$ cat config.mk
export PLATFORM = sky130hd
export DESIGN_NAME = ram_fifo_ctrl
export DESIGN_NICKNAME = d
export VERILOG_FILES = /design/src/rtl/ram_fifo_pkg.sv /design/src/rtl/ram_fifo_ctrl.sv
export SDC_FILE = /design/constraint.sdc
export NUM_CORES = 1
export LEC_CHECK = 0
export CORE_MARGIN = 1.5
export CORE_UTILIZATION = 36
export DETAILED_ROUTE_END_ITERATION = 10
export PLACE_DENSITY = 0.78
export SYNTH_ARGS = -nofsm -noshare
export SYNTH_HDL_FRONTEND = slang
export SYNTH_SLANG_ARGS = --single-unit
$ cat constraint.sdc
create_clock -name clk -period 3.8 [get_ports clk]
set_input_delay 0.76 -clock clk [delete_from_list [all_inputs] [get_ports clk]]
set_output_delay 0.76 -clock clk [all_outputs]
set_load 0.05 [all_outputs]
$ cat src/rtl/ram_fifo_pkg.sv
// Shared constants and FSM state encoding for the RAM-backed FIFO controller.
package ram_fifo_pkg;

  localparam int FIFO_DW    = 32;
  localparam int FIFO_AW    = 5;
  localparam int FIFO_DEPTH = 32;

  typedef enum logic {
    INIT = 1'b0,
    RUN  = 1'b1
  } fifo_state_e;

endpackage

$ cat src/rtl/ram_fifo_ctrl.sv
// FIFO controller that sequences an external single-port RAM, one access per cycle.
// Optional macro RAM_FIFO_INIT_CLEAR_EN adds an INIT pass that zeroes every RAM word after reset.
module ram_fifo_ctrl
  import ram_fifo_pkg::*;
#(
  parameter int DW = FIFO_DW,
  parameter int AW = FIFO_AW
) (
  input  logic          clk,
  input  logic          rst_n,
  input  logic          wr_valid,
  output logic          wr_ready,
  input  logic [DW-1:0] wr_data,
  output logic          rd_valid,
  input  logic          rd_ready,
  output logic [DW-1:0] rd_data,
  output logic [AW:0]   count,
  output logic          full,
  output logic          empty,
  output logic          ram_ena,
  output logic          ram_wena,
  output logic [AW-1:0] ram_addr,
  output logic [DW-1:0] ram_din,
  input  logic [DW-1:0] ram_dout,
  output fifo_state_e   state_dbg
);

  localparam logic [AW:0]   DEPTH_CNT = {1'b1, {AW{1'b0}}};
  localparam logic [AW:0]   CNT_ONE   = {{AW{1'b0}}, 1'b1};
  localparam logic [AW-1:0] PTR_ONE   = {{(AW-1){1'b0}}, 1'b1};

`ifdef RAM_FIFO_INIT_CLEAR_EN
  localparam fifo_state_e RESET_STATE = INIT;
`else
  localparam fifo_state_e RESET_STATE = RUN;
`endif

  // Both ports use valid/ready: a word moves on a cycle where valid and ready are
  // both high at the rising edge; valid never depends on ready on the same side.

  fifo_state_e   state, state_next;
  logic [AW-1:0] wptr, rptr;
  logic          do_read, do_write;

`ifdef RAM_FIFO_INIT_CLEAR_EN
  logic [AW-1:0] init_cnt;
`endif

  always_ff @(posedge clk) begin
    if (!rst_n) state <= RESET_STATE;
    else        state <= state_next;
  end

  // A pending pop refill wins the single RAM port; pushes wait for a free cycle.
  always_comb begin
    state_next = state;
    do_read    = 1'b0;
    do_write   = 1'b0;
    wr_ready   = 1'b0;
    ram_ena    = 1'b0;
    ram_wena   = 1'b0;
    ram_addr   = '0;
    ram_din    = '0;
    if (rst_n) begin
      case (state)
`ifdef RAM_FIFO_INIT_CLEAR_EN
        INIT: begin
          ram_ena  = 1'b1;
          ram_wena = 1'b1;
          ram_addr = init_cnt;
          if (init_cnt == {AW{1'b1}}) state_next = RUN;
        end
`endif
        RUN: begin
          do_read  = (count != '0) && (!rd_valid || rd_ready);
          wr_ready = (count != DEPTH_CNT) && !do_read;
          do_write = wr_valid && wr_ready;
          if (do_read) begin
            ram_ena  = 1'b1;
            ram_addr = rptr;
          end else if (do_write) begin
            ram_ena  = 1'b1;
            ram_wena = 1'b1;
            ram_addr = wptr;
            ram_din  = wr_data;
          end
        end
        default: ;
      endcase
    end
  end

  always_ff @(posedge clk) begin
    if (!rst_n) begin
      wptr     <= '0;
      rptr     <= '0;
      count    <= '0;
      rd_valid <= 1'b0;
      rd_data  <= '0;
    end else begin
      if (do_write) begin
        wptr  <= wptr + PTR_ONE;
        count <= count + CNT_ONE;
      end else if (do_read) begin
        count <= count - CNT_ONE;
      end
      if (do_read) begin
        rptr     <= rptr + PTR_ONE;
        rd_data  <= ram_dout;
        rd_valid <= 1'b1;
      end else if (rd_ready && rd_valid) begin
        rd_valid <= 1'b0;
      end
    end
  end

`ifdef RAM_FIFO_INIT_CLEAR_EN
  always_ff @(posedge clk) begin
    if (!rst_n)             init_cnt <= '0;
    else if (state == INIT) init_cnt <= init_cnt + PTR_ONE;
  end
`endif

  assign full      = (count == DEPTH_CNT);
  assign empty     = (count == '0) && !rd_valid;
  assign state_dbg = state;

endmodule

## Word level (Yosys, flattened, before mapping)

Index checks and enable logic that the tools add are counted.

- Add/subtract/negate cells: 4
- Multipliers: 0
- Div/mod/pow operators: 0
- Magnitude comparators: 0
- Eq/ne operators: 2
- Shift-type cells: 0
- Muxes and demuxes: 18
- Bitwise operators: 0
- Reduce and logical (&&, ||, !) cells: 12

Operators by type and width:

| cell | number |
|---|---|
| two-way mux 32 bit | 3 |
| two-way mux 5 bit | 3 |
| two-way mux 6 bit | 2 |
| adder 5 x 1 -> 5 bit (second input constant) | 2 |
| two-way mux 1 bit | 10 |
| adder 6 x 1 -> 6 bit (second input constant) | 1 |
| equality test 6 bit (second input constant) | 1 |
| logical NOT 6 bit | 1 |
| inequality test 6 bit (second input constant) | 1 |
| nonzero test 6 bit | 1 |
| subtractor 6 x 1 -> 6 bit (second input constant) | 1 |
| logical AND 1 bit | 5 |
| nonzero test 2 bit | 2 |
| logical NOT 1 bit | 2 |
| logical OR 1 bit | 1 |

- Register bits after elaboration: 49
- Bits in latches: 0
- Memory bits (writable): 0
- Memory bits (read-only): 0
- Input bits: 68
- Output and inout bits: 82
- Logic and storage cells: 41
- Memories: 0

## Longest topological paths before layout

Gate-level depths: netlist of the first run.

- Depth in word-level cells: 9
- Depth in mapped cells: 11
- Gate-level depth less buffers: 10

## Worst setup path after synthesis of the first run

Ideal clock, no wire load.

- Kind: reg2out
- From: reg count[0]
- To: out wr_ready
- Arrival time: 2.692 ns
- Setup slack: 0.348 ns
- Stages on the path, launching flop included: 5
- Cell sequence: dfxtp_1 or4_4 o31a_1 clkbuf_1 nor3_1

- Cells in the longest elaborated chain, start to end: 5
- Elaborated cells between the ends (all ways): 6
- Those cells by class: eq/ne (1); mux (1); reduce/logical (4)

Ends and longest elaborated chain:

| element | RTL line | text |
|---|---|---|
| from (decl) | ram_fifo_ctrl.sv:17 | `output logic [AW:0] count,` |
| from (signal assigned) | ram_fifo_ctrl.sv:103 | `count <= count + CNT_ONE;` |
| from (signal assigned) | ram_fifo_ctrl.sv:105 | `count <= count - CNT_ONE;` |
| nonzero test 6 bit | ram_fifo_ctrl.sv:75 | `do_read = (count != '0) && (!rd_valid \|\| rd_ready);` |
| logical AND 1 bit | ram_fifo_ctrl.sv:75 |  |
| logical NOT 1 bit | ram_fifo_ctrl.sv:76 | `wr_ready = (count != DEPTH_CNT) && !do_read;` |
| logical AND 1 bit * | ram_fifo_ctrl.sv:76 |  |
| two-way mux 1 bit * | ram_fifo_ctrl.sv:64 | `if (rst_n) begin` |
| to (decl) | ram_fifo_ctrl.sv:12 | `output logic wr_ready,` |

Every way passes the cells marked *; elsewhere a longest branch is shown, timed or not.

## Worst setup path after layout of the first run

- From: in rd_ready
- To: out ram_addr[2]

- Cells in the longest elaborated chain, start to end: 8

Ends and longest elaborated chain:

| element | RTL line | text |
|---|---|---|
| from (decl) | ram_fifo_ctrl.sv:15 | `input logic rd_ready,` |
| logical OR 1 bit * | ram_fifo_ctrl.sv:75 |  |
| logical AND 1 bit * | ram_fifo_ctrl.sv:75 |  |
| logical NOT 1 bit | ram_fifo_ctrl.sv:76 |  |
| logical AND 1 bit | ram_fifo_ctrl.sv:76 |  |
| logical AND 1 bit | ram_fifo_ctrl.sv:77 | `do_write = wr_valid && wr_ready;` |
| two-way mux 5 bit | ram_fifo_ctrl.sv:81 | `end else if (do_write) begin` |
| two-way mux 5 bit * | ram_fifo_ctrl.sv:78 | `if (do_read) begin` |
| two-way mux 5 bit * | ram_fifo_ctrl.sv:64 |  |
| to (decl) | ram_fifo_ctrl.sv:22 | `output logic [AW-1:0] ram_addr,` |

Marked as above.

==> run metrics, run 1 <==
fin worst setup slack 0.331 ns; Comb pwr share 61.5%; Wirelength per Cell 13.9 µm; synthesized area 0.00234 mm²; remaining antenna violation count 0; Std-Cell Rows 29; # clock sinks 49; Hold Buf Count CTS 0; Tightest Pin Transition 0.531 ns; unrepaired setup endpoints after global routing no; met3 Use GR about 5%; Min Hold Slack roughly 0.46 ns; Power Total 2960 µW; Initial Utilization 37.1%; CTS tree built; ys flop type dfxtp_1; met2 Track Usage GR 35.0%; Starting DRT DRC Count 107; synthesized area per cell about 8 µm²; Seq pwr share 25.3%; drt pass-1 iters 4; fraction of layout cells with a size suffix above 1 14.2%; Max-Cap Viols 0; setup total negative slack 0 ns; Max Root-Sink Buffers 2; CP startpoint kind primary input; arrival time at the worst endpoint 2.71 ns; Detailed Place HPWL approximately 5500 µm; CTS Buf Count 5; Cells after Synth 293; Reg2Reg Depth 10; Net Count, Synth between 300 and 400; grt total ovfl 0; relative slew slack between 60 and 70%; worst hold-check path type reg -> reg; final hold violation count 0; fin crit share 91.3%; # Post-CTS Setup Buffers 0; Final GP Congestion ~0.85; Post-synth EDFFs 0; Core ar. 0.00631 mm²; Synth Warn # 0; Clock Skews 0.00728 ns; nets@finish 510; die area 0.00700 mm²; Final Util 68.8%; power per cell area 681 mW/mm²; setup slack, reg-to-reg 0.78 ns; I/O pin count 150; Distinct cells, synth 45; initial antenna violation count 0; VDD IR max slightly below 400 µV; Worst-Skew Late Latency 0.30 ns; Int Pwr 1550 µW; vias in the first global route roughly 2,300; asr flop ratio synth 0%; n_diodes 0; global routing met1 resource utilization 25.0%; global-route wire length before repair 11,400 µm; Port Buffers 148; Die Width 83.6 µm; Final Setup Violations 0; final critical-path required period ~3.5 ns; Hold Crit Depth 2; vias after detailed routing approximately 2,500; Crit. End Element output pin; Psw 1410 µW; GRT Total Usage 20.2%; switching share of power 47.7%; Remaining DRCs 0; status completed; FF+latch count, synth 49; die height 83.6 µm; synthesis-to-layout area growth 85.6%; clock share of power 13.1%; Clock transition at path regs roughly 0.09 ns; total wire length 7120 µm; crit path max fanout about 40; Via density ~4.9; f_max approximately 290 MHz; Max Slew Vio Count 0; CTS H-tree depth 2; pin count of the biggest net entering global routing 42; most crowded layer after global routing met2; clk root buf clkbuf_8; Place WS 0.340 ns; crit path kind in -> out; Seq/Total Area, Yosys 41.9%; Leakage 0.00173 µW; CTS-repair resized insts 0; Worst EP required about 3 ns
==> path summary, 6_finish.rpt <==
path | start | end
setup / recovery | rd_ready | ram_addr[2]
hold / removal | rd_data[24]$_SDFFE_PN0P_ | rd_data[24]$_SDFFE_PN0P_
setup reg to reg | count[0]$_SDFFE_PN0P_ | count[4]$_SDFFE_PN0P_
hold reg to reg | rd_data[24]$_SDFFE_PN0P_ | rd_data[24]$_SDFFE_PN0P_
==> metrics by stage <==
| stage | std cells | area (µm²) |
|---|---|---|
| 2_1_floorplan | 293 | 2340 |
| 3_3_place_gp | 505 | 4220 |
| 3_5_place_dp | 505 | 4220 |
| 4_1_cts | 513 | 4340 |
| 5_1_grt | 513 | 4340 |
| 6_report | 513 | 4340 |
==> Yosys cell counts, drive strengths merged, types with 2 or more instances <==
master  number  area share, %
nand2       72             12
dfxtp       49             42
a21oi       43            9.4
and2        33            8.8
clkbuf      12            2.0
buf          8            2.7
o21ai        8            1.9
inv          7            1.1
nor2         7            1.1
ha           6            3.2
nand3        4           0.86
nor3         4            1.3
xnor2        4            1.5
a32o         3            1.3
nand2b       3           0.80
o211ai       3            1.2
xor2         3            1.1
a22oi        2           0.64
and3         2           0.53
mux2i        2           0.86
nand4        2           0.53
nor4         2           0.53
or4          2           0.80
==> critical path, stage by stage <==
cell             delay [ns]
clkdlybuf4s50_1        0.41
nand2b_1               0.20
a21oi_1                0.22
o211ai_2               0.22
inv_2                  0.46
a32o_1                 0.27
buf_12                 0.15
==> layer usage <==
metal	wire, µm	vias to the layer above
li1	-	1255
met1	3030	1140
met2	3550	86
met3	464	9
met4	79	0
met5	0	-
==> registers in the layout, indices dropped and copies added (netlist names) <==
signal and cells:
rptr 5, rd_valid 1, rd_data 32, count 6
wptr 5
==> final cells by class <==
| cell class | instances | area, µm² |
|---|---|---|
| clock buffers | 6 | 82.6 |
| clock inverters | 2 | 37.5 |
| fillers | 496 | 1970 |
| inverters | 7 | 26.3 |
| multi-input cells | 217 | 1220 |
| flip-flops and latches | 49 | 981 |
| well taps | 77 | 96.3 |
| repair buffers | 155 | 1900 |
==> layout by cell type, fill, tap and decap left out, types with 2 or more instances in the layout <==
master             n
clkbuf_8           6
a22oi_1            2
mux2i_1            2
nand4_1            2
a32o_1             3
and3_1             2
and2_1            33
nor2_1             7
o211ai_1           2
xnor2_1            4
o21ai_0            5
clkdlybuf4s50_1  108
nor3_1             3
a21oi_1           42
nand3_1            4
inv_1              6
xor2_1             3
nor4_1             2
ha_1               6
dfxtp_1           49
nand2_1           72
buf_12            37
nand2b_1           3
o21ai_1            2
buf_4             10
==> logic make-up after synthesis <==
family	after synthesis	share of synthesized area, %
simple gates	133	27.4
compound gates	67	17.1
flops	49	41.9
buf+inv	27	5.88
fa+ha+maj	7	4.06
xor+xnor	7	2.62
mux	2	0.855
other cells	1	0.160
==> power groups by stage <==
stage | sequential [µW] | combinational, µW | clock [µW]
after CTS | 750 | 1840 | 402
after floorplan | 1130 | 846 | 0
after global routing | 770 | 1940 | 422
after global placement | 754 | 1810 | 0
after detailed placement | 761 | 1830 | 0
final | 750 | 1820 | 388
(Power assumes the default switching activity.)
==> run 2: changes to the inputs <==
Settings changed: SLEW_MARGIN set to 15.
==> results of run 2 <==
The final DEF is identical to that of run 1; final timing and power are the same.
